===== config.mk =====
export PLATFORM = sky130hd
export DESIGN_NAME = srl_rule_writer
export DESIGN_NICKNAME = d
export VERILOG_FILES = /design/src/rtl/srl_rule_writer_pkg.sv /design/src/rtl/srl_addr_seq.sv /design/src/rtl/srl_rule_writer.sv
export SDC_FILE = /design/constraint.sdc
export NUM_CORES = 1
export LEC_CHECK = 0
export BUFFER_PORTS_ARGS = -buffer_cell sky130_fd_sc_hd__buf_2
export CAP_MARGIN = 20
export CORE_MARGIN = 5
export CORE_UTILIZATION = 49
export DETAILED_ROUTE_END_ITERATION = 12
export PLACE_DENSITY = 0.81
export SETUP_SLACK_MARGIN = 0.05
export SLEW_MARGIN = 20
export SYNTH_ARGS = -nofsm -noshare
export SYNTH_HDL_FRONTEND = slang
export SYNTH_HIERARCHICAL = 1
export SYNTH_SLANG_ARGS = --single-unit

===== constraint.sdc =====
create_clock -name clk -period 2.8 [get_ports clk]
set_input_delay 0.56 -clock clk [delete_from_list [all_inputs] [get_ports clk]]
set_output_delay 0.56 -clock clk [all_outputs]
set_load 0.02 [all_outputs]

===== src/rtl/srl_rule_writer_pkg.sv =====
// Shared types and helpers for the SRL32-based ternary CAM rule writer.
package srl_rule_writer_pkg;

  localparam int SRL_DEPTH = 32;
  localparam int CHUNK_W   = 5;
  localparam int K_W       = $clog2(SRL_DEPTH);

  typedef enum logic [1:0] {
    IDLE  = 2'd0,
    WRITE = 2'd1,
    DONE  = 2'd2
  } state_t;

  // An SRL address matches a chunk when every non-masked bit equals the key bit.
  function automatic logic match_bit(input logic [K_W-1:0]     addr,
                                     input logic [CHUNK_W-1:0] key_c,
                                     input logic [CHUNK_W-1:0] mask_c);
    return ((addr ^ key_c) & ~mask_c) == '0;
  endfunction

endpackage


===== src/rtl/srl_addr_seq.sv =====
// Cycle (k) and chunk (c) counter pair walking every address of every SRL.
module srl_addr_seq
  import srl_rule_writer_pkg::*;
#(
  parameter int NCHUNK = 8,
  parameter int SEL_W  = 3
) (
  input  logic             clk,
  input  logic             reset,
  input  logic             enable,
  input  logic             clear,
  output logic [K_W-1:0]   k,
  output logic [SEL_W-1:0] c,
  output logic             last
);

  logic k_wrap;

  assign k_wrap = (k == K_W'(SRL_DEPTH - 1));
  assign last   = k_wrap && (c == SEL_W'(NCHUNK - 1));

  always_ff @(posedge clk) begin
    if (reset || clear) begin
      k <= '0;
      c <= '0;
    end else if (enable) begin
      k <= k + 1'b1;
      if (k_wrap) c <= last ? '0 : c + 1'b1;
    end
  end

endmodule


===== src/rtl/srl_rule_writer.sv =====
// Serialises a ternary key/mask rule into NCHUNK SRL32 columns, one match bit per cycle.
module srl_rule_writer
  import srl_rule_writer_pkg::*;
#(
  parameter  int NCHUNK  = 8,
  parameter  int ENTRY_W = 6,
  localparam int SEL_W   = (NCHUNK > 1) ? $clog2(NCHUNK) : 1
) (
  input  logic                      clk,
  input  logic                      reset,
  input  logic                      rule_valid,
  output logic                      rule_ready,
  input  logic [CHUNK_W*NCHUNK-1:0] rule_key,
  input  logic [CHUNK_W*NCHUNK-1:0] rule_mask,
  input  logic [ENTRY_W-1:0]        rule_entry,
  output logic                      srl_we,
  output logic                      srl_din,
  output logic [SEL_W-1:0]          srl_sel,
  output logic [ENTRY_W-1:0]        srl_entry,
  output logic                      busy,
  output logic                      done
);

  state_t                    state_q, state_d;
  logic [CHUNK_W*NCHUNK-1:0] key_q, mask_q;
  logic                      handshake;
  logic [K_W-1:0]            k, k_n;
  logic [SEL_W-1:0]          c, c_n;
  logic                      last;
  logic [CHUNK_W-1:0]        key_c, mask_c;

  assign rule_ready = (state_q == IDLE) && !reset;
  assign handshake  = rule_valid && rule_ready;
  assign srl_we     = (state_q == WRITE);
  assign busy       = (state_q != IDLE);
  assign done       = (state_q == DONE);

  always_comb begin
    state_d = state_q;
    unique case (state_q)
      IDLE:    if (rule_valid) state_d = WRITE;
      WRITE:   if (last)       state_d = DONE;
      DONE:                    state_d = IDLE;
      default:                 state_d = IDLE;
    endcase
  end

  always_ff @(posedge clk) begin
    if (reset) state_q <= IDLE;
    else       state_q <= state_d;
  end

  srl_addr_seq #(
    .NCHUNK (NCHUNK),
    .SEL_W  (SEL_W)
  ) u_seq (
    .clk    (clk),
    .reset  (reset),
    .enable (state_q == WRITE),
    .clear  (handshake),
    .k      (k),
    .c      (c),
    .last   (last)
  );

  // (k, c) index the bit currently on srl_din, so the register is loaded with
  // the bit for the following index; the first bit is loaded at the handshake.
  always_comb begin
    k_n = k + 1'b1;
    c_n = c;
    if (k == K_W'(SRL_DEPTH - 1)) c_n = c + 1'b1;
    key_c  = key_q[c_n*CHUNK_W +: CHUNK_W];
    mask_c = mask_q[c_n*CHUNK_W +: CHUNK_W];
  end

  always_ff @(posedge clk) begin
    if (reset) begin
      key_q     <= '0;
      mask_q    <= '0;
      srl_din   <= 1'b0;
      srl_sel   <= '0;
      srl_entry <= '0;
    end else if (handshake) begin
      key_q     <= rule_key;
      mask_q    <= rule_mask;
      srl_entry <= rule_entry;
      srl_sel   <= '0;
      srl_din   <= match_bit(K_W'(SRL_DEPTH - 1), rule_key[CHUNK_W-1:0],
                             rule_mask[CHUNK_W-1:0]);
    end else if (state_q == WRITE && !last) begin
      srl_sel <= c_n;
      srl_din <= match_bit(K_W'(SRL_DEPTH - 1) - k_n, key_c, mask_c);
    end
  end

endmodule


==> impl_results.md <==
* DIE AREA at 12000 um2
* Post-route clock period utilization at 0.944
* Worst Path Required at between 3 and 4 ns
* Clk_lat worst skew at between 0.3 and 0.4 ns
* Clk sinks at 100
* Die X at around 110 um
* Initial DRC count at approximately 260
* Worst hold path type: input pin to flip-flop
* Post-synthesis cell area at 4870 um2
* Psw at around 0.79 mW
* Dpl hpwl at 9.31 mm
* Port-buffer cells at a little over 100
* CP Max Fanout at 6
* Drt pass-1 iters at 5
* Leakage power at about 2.4 nW
* Placer Congestion at 0.931
* Core area at slightly below 10000 um2
* Async set-reset flop share out of synthesis at 0
* Routed len/inst at ~16 um
* N_diodes at 0
* Synth Flop Type: dfxtp_1
* Final hold viol count at 0
* Root buffer cell: clkbuf_8
* Initial Utilization at 0.500
* Dpl ws at -0.0329 ns
* FP Rows at 36
* Pin count of the biggest net entering global routing at 96
* Worst clock skew at approximately 0.008 ns
* PnR worst setup slack at roughly 0.16 ns
* Sequential-to-total area share from yosys stat at 0.411
* Gate count of the mapped netlist at about 570
* CTS tree: yes
* Most Used Layer, Global Route: met2
* Worst-path clk slew at ~0.1 ns
* VDD IR max at roughly 0.00027 V
* Max-cap violations at 0
* Ys Warns at 6
* Flop2flop setup slack at 0.16 ns
* Drt drc at 0
* Clock group share of total power at 0.305
* Routed WL at 12.7 mm
* Initial antenna violation count at 0
* Outcome: finished, final reports clean
* FMAX at 378 MHz
* Switching share of power at 0.280
* Commonest non-fill, non-tap cells in the layout: 102 x buf_2, 98 x dfxtp_1, 92 x nand2_1, 89 x nand2b_1, 88 x o21ai_0
* Total GRT Usage at 0.214
* Gate power share at 0.132
* Worst EP arrival at 2.91 ns
* Via density per instance at 5.29
* GRT overflow at 0
* Syn Nets at ~670
* Critical path class: flip-flop to flip-flop
* Internal power at ~2.0 mW
* Pwr Density at 489 nW/um2
* Clock Tree Buf Depth at 2
* First-pass GRT wire length at approximately 20 mm
* Tmin final at 2.64 ns
* Layout cells sized above 1 at 0.261
* Relative slew slack at 0.520
* Commonest non-fill, non-tap cell in the layout: buf_2
* Vias in the first global route at 4145
* Synth Area per Inst at 8.49 um2
* GRT met1 Usage at 0.272
* Routing usage on met2 at 0.365
* CTS buffer count at 9
* Via count at between 4000 and 5000
* Reg power frac at 0.563
* RSZ-0062 raised after global routing: false
* Worst-Margin Slew at around 0.72 ns
* Final core occ at 0.595
* Setup-failing EPs final at 0
* Die Y at around 110 um
* Area grow syn2layout at 19.1%
* Critical Path End Type: flip-flop
* Met3 usage at 0.0376
* Seq cells post-synth at 100
* Final ANT Viol Nets at 0
* H-Tree Depth at 3
* Netlist cell types at slightly below 60
* Worst setup SP type: flip-flop
* Slew Viols, Final at 0
* Final #Nets at 773
* Top Ports at 103
* Number of synthesized flops with an enable pin at 0
[state kept, by name, summed over array words and instances (netlist names)]
register	flops
u_seq/c	3
mask_q	40
srl_din	1
key_q	40
srl_entry	6
u_seq/k	5
srl_sel	3
state_q	2
[per-stage QoR]
step                      total power, mW  cells  area [um2]  hold WS (ns)  TNS [ns]
after floorplan                      1.84    573        4870         0.444         0
after global placement               1.99    790        5520         0.458         0
after detailed placement             2.00    790        5520         0.464   -0.0329
after CTS                            2.86    808        5720         0.364         0
after global routing                 2.96    815        5790         0.372         0
final                                2.83    815        5790         0.376         0
[final cells by class]
cell class                 count  area, um2
fill                         900       3940
multi-input combinational    432       2690
sequential                   100       2000
timing repair buffer         133        747
tap                          133        166
clock buffer                  10        128
clock inverter                 6       53.8
inverter                       1       3.75
[logic make-up (layout without fill, tap and decap cells)]
group,count (synthesis),in the layout,share of synthesized area
AOI/OAI and AO/OA,140,140,0.173
xor gates and xnor gates,16,16,0.0327
adders and majority gates,7,7,0.0180
buffers and inverters,41,150,0.0391
DFF,100,100,0.411
muxes,30,30,0.0730
and+or+nand+nor,239,239,0.253
[final timing paths]
check / start / endpoint / cells past startpoint
min reg2reg: srl_entry[0]$_SDFFE_PP0P_ / srl_entry[0]$_SDFFE_PP0P_ / 2
min: rule_mask[37] / mask_q[37]$_SDFFE_PP0P_ / 3
max reg2reg: u_seq/k[0]$_SDFFE_PP0P_ / srl_din$_SDFFE_PP0P_ / 10
max: u_seq/k[0]$_SDFFE_PP0P_ / srl_din$_SDFFE_PP0P_ / 10
[cells in the mapped netlist (2+ instances only)]
cell	count	area [um2]
a221oi_1	2	17.5
buf_6	4	45.0
xor2_1	6	52.6
nand2b_1	89	557
o31ai_1	2	15.0
buf_1	6	22.5
nand2_1	92	345
ha_1	7	87.6
nor3_1	7	35.0
a21oi_1	4	20.0
xnor2_1	9	78.8
nor2_1	18	67.6
and2_1	2	12.5
nor2b_1	8	50.1
nand3b_1	2	15.0
a21bo_2	4	40.0
a21oi_2	4	35.0
mux2_2	6	67.6
dfxtp_1	100	2000
mux2i_4	2	45.0
nand3_1	4	20.0
mux2i_1	19	190
clkbuf_1	27	101
and3b_1	2	17.5
a31oi_1	2	12.5
o22ai_1	16	100
o21ai_0	89	445
nand4_1	2	12.5
a211oi_1	2	15.0
o22ai_2	2	25.0
a2111oi_0	4	35.0
and3_1	2	12.5
buf_2	2	10.0
a21o_1	2	15.0
[worst max-delay path, cell delays in order, from the launching register on]
cell and delay [ns]:
dfxtp_2 0.34, ha_2 0.18, and4_4 0.27, buf_6 0.14, mux2i_4 0.31, o22ai_2 0.11
nor2_2 0.11, xor2_1 0.15, o22ai_1 0.10, or4_1 0.55, a2111oi_2 0.30
[routing by layer]
layer | up-vias | share of wire
met2 | 120 | 0.49
met1 | 2008 | 0.44
met5 | - | 0
met4 | 0 | 0.022
li1 | 2161 | -
met3 | 19 | 0.054
[power by group through the flow]
| stage | registers (mW) | logic [mW] | clock network [mW] |
|---|---|---|---|
| global placement | 1.62 | 0.362 | 0 |
| detailed placement | 1.62 | 0.372 | 0 |
| floorplan | 1.61 | 0.229 | 0 |
| global route | 1.60 | 0.417 | 0.941 |
| finish | 1.59 | 0.374 | 0.863 |
| CTS | 1.59 | 0.374 | 0.890 |
[what timing repair did]
action                     4_1_cts  5_1_grt
gates resized for setup          2        7
hold buffers                     0        0
pin swaps                        0        5
setup endpoints to repair        1        1
gates cloned                     0        0
setup buffers                    2        7
(Power assumes the default switching activity.)
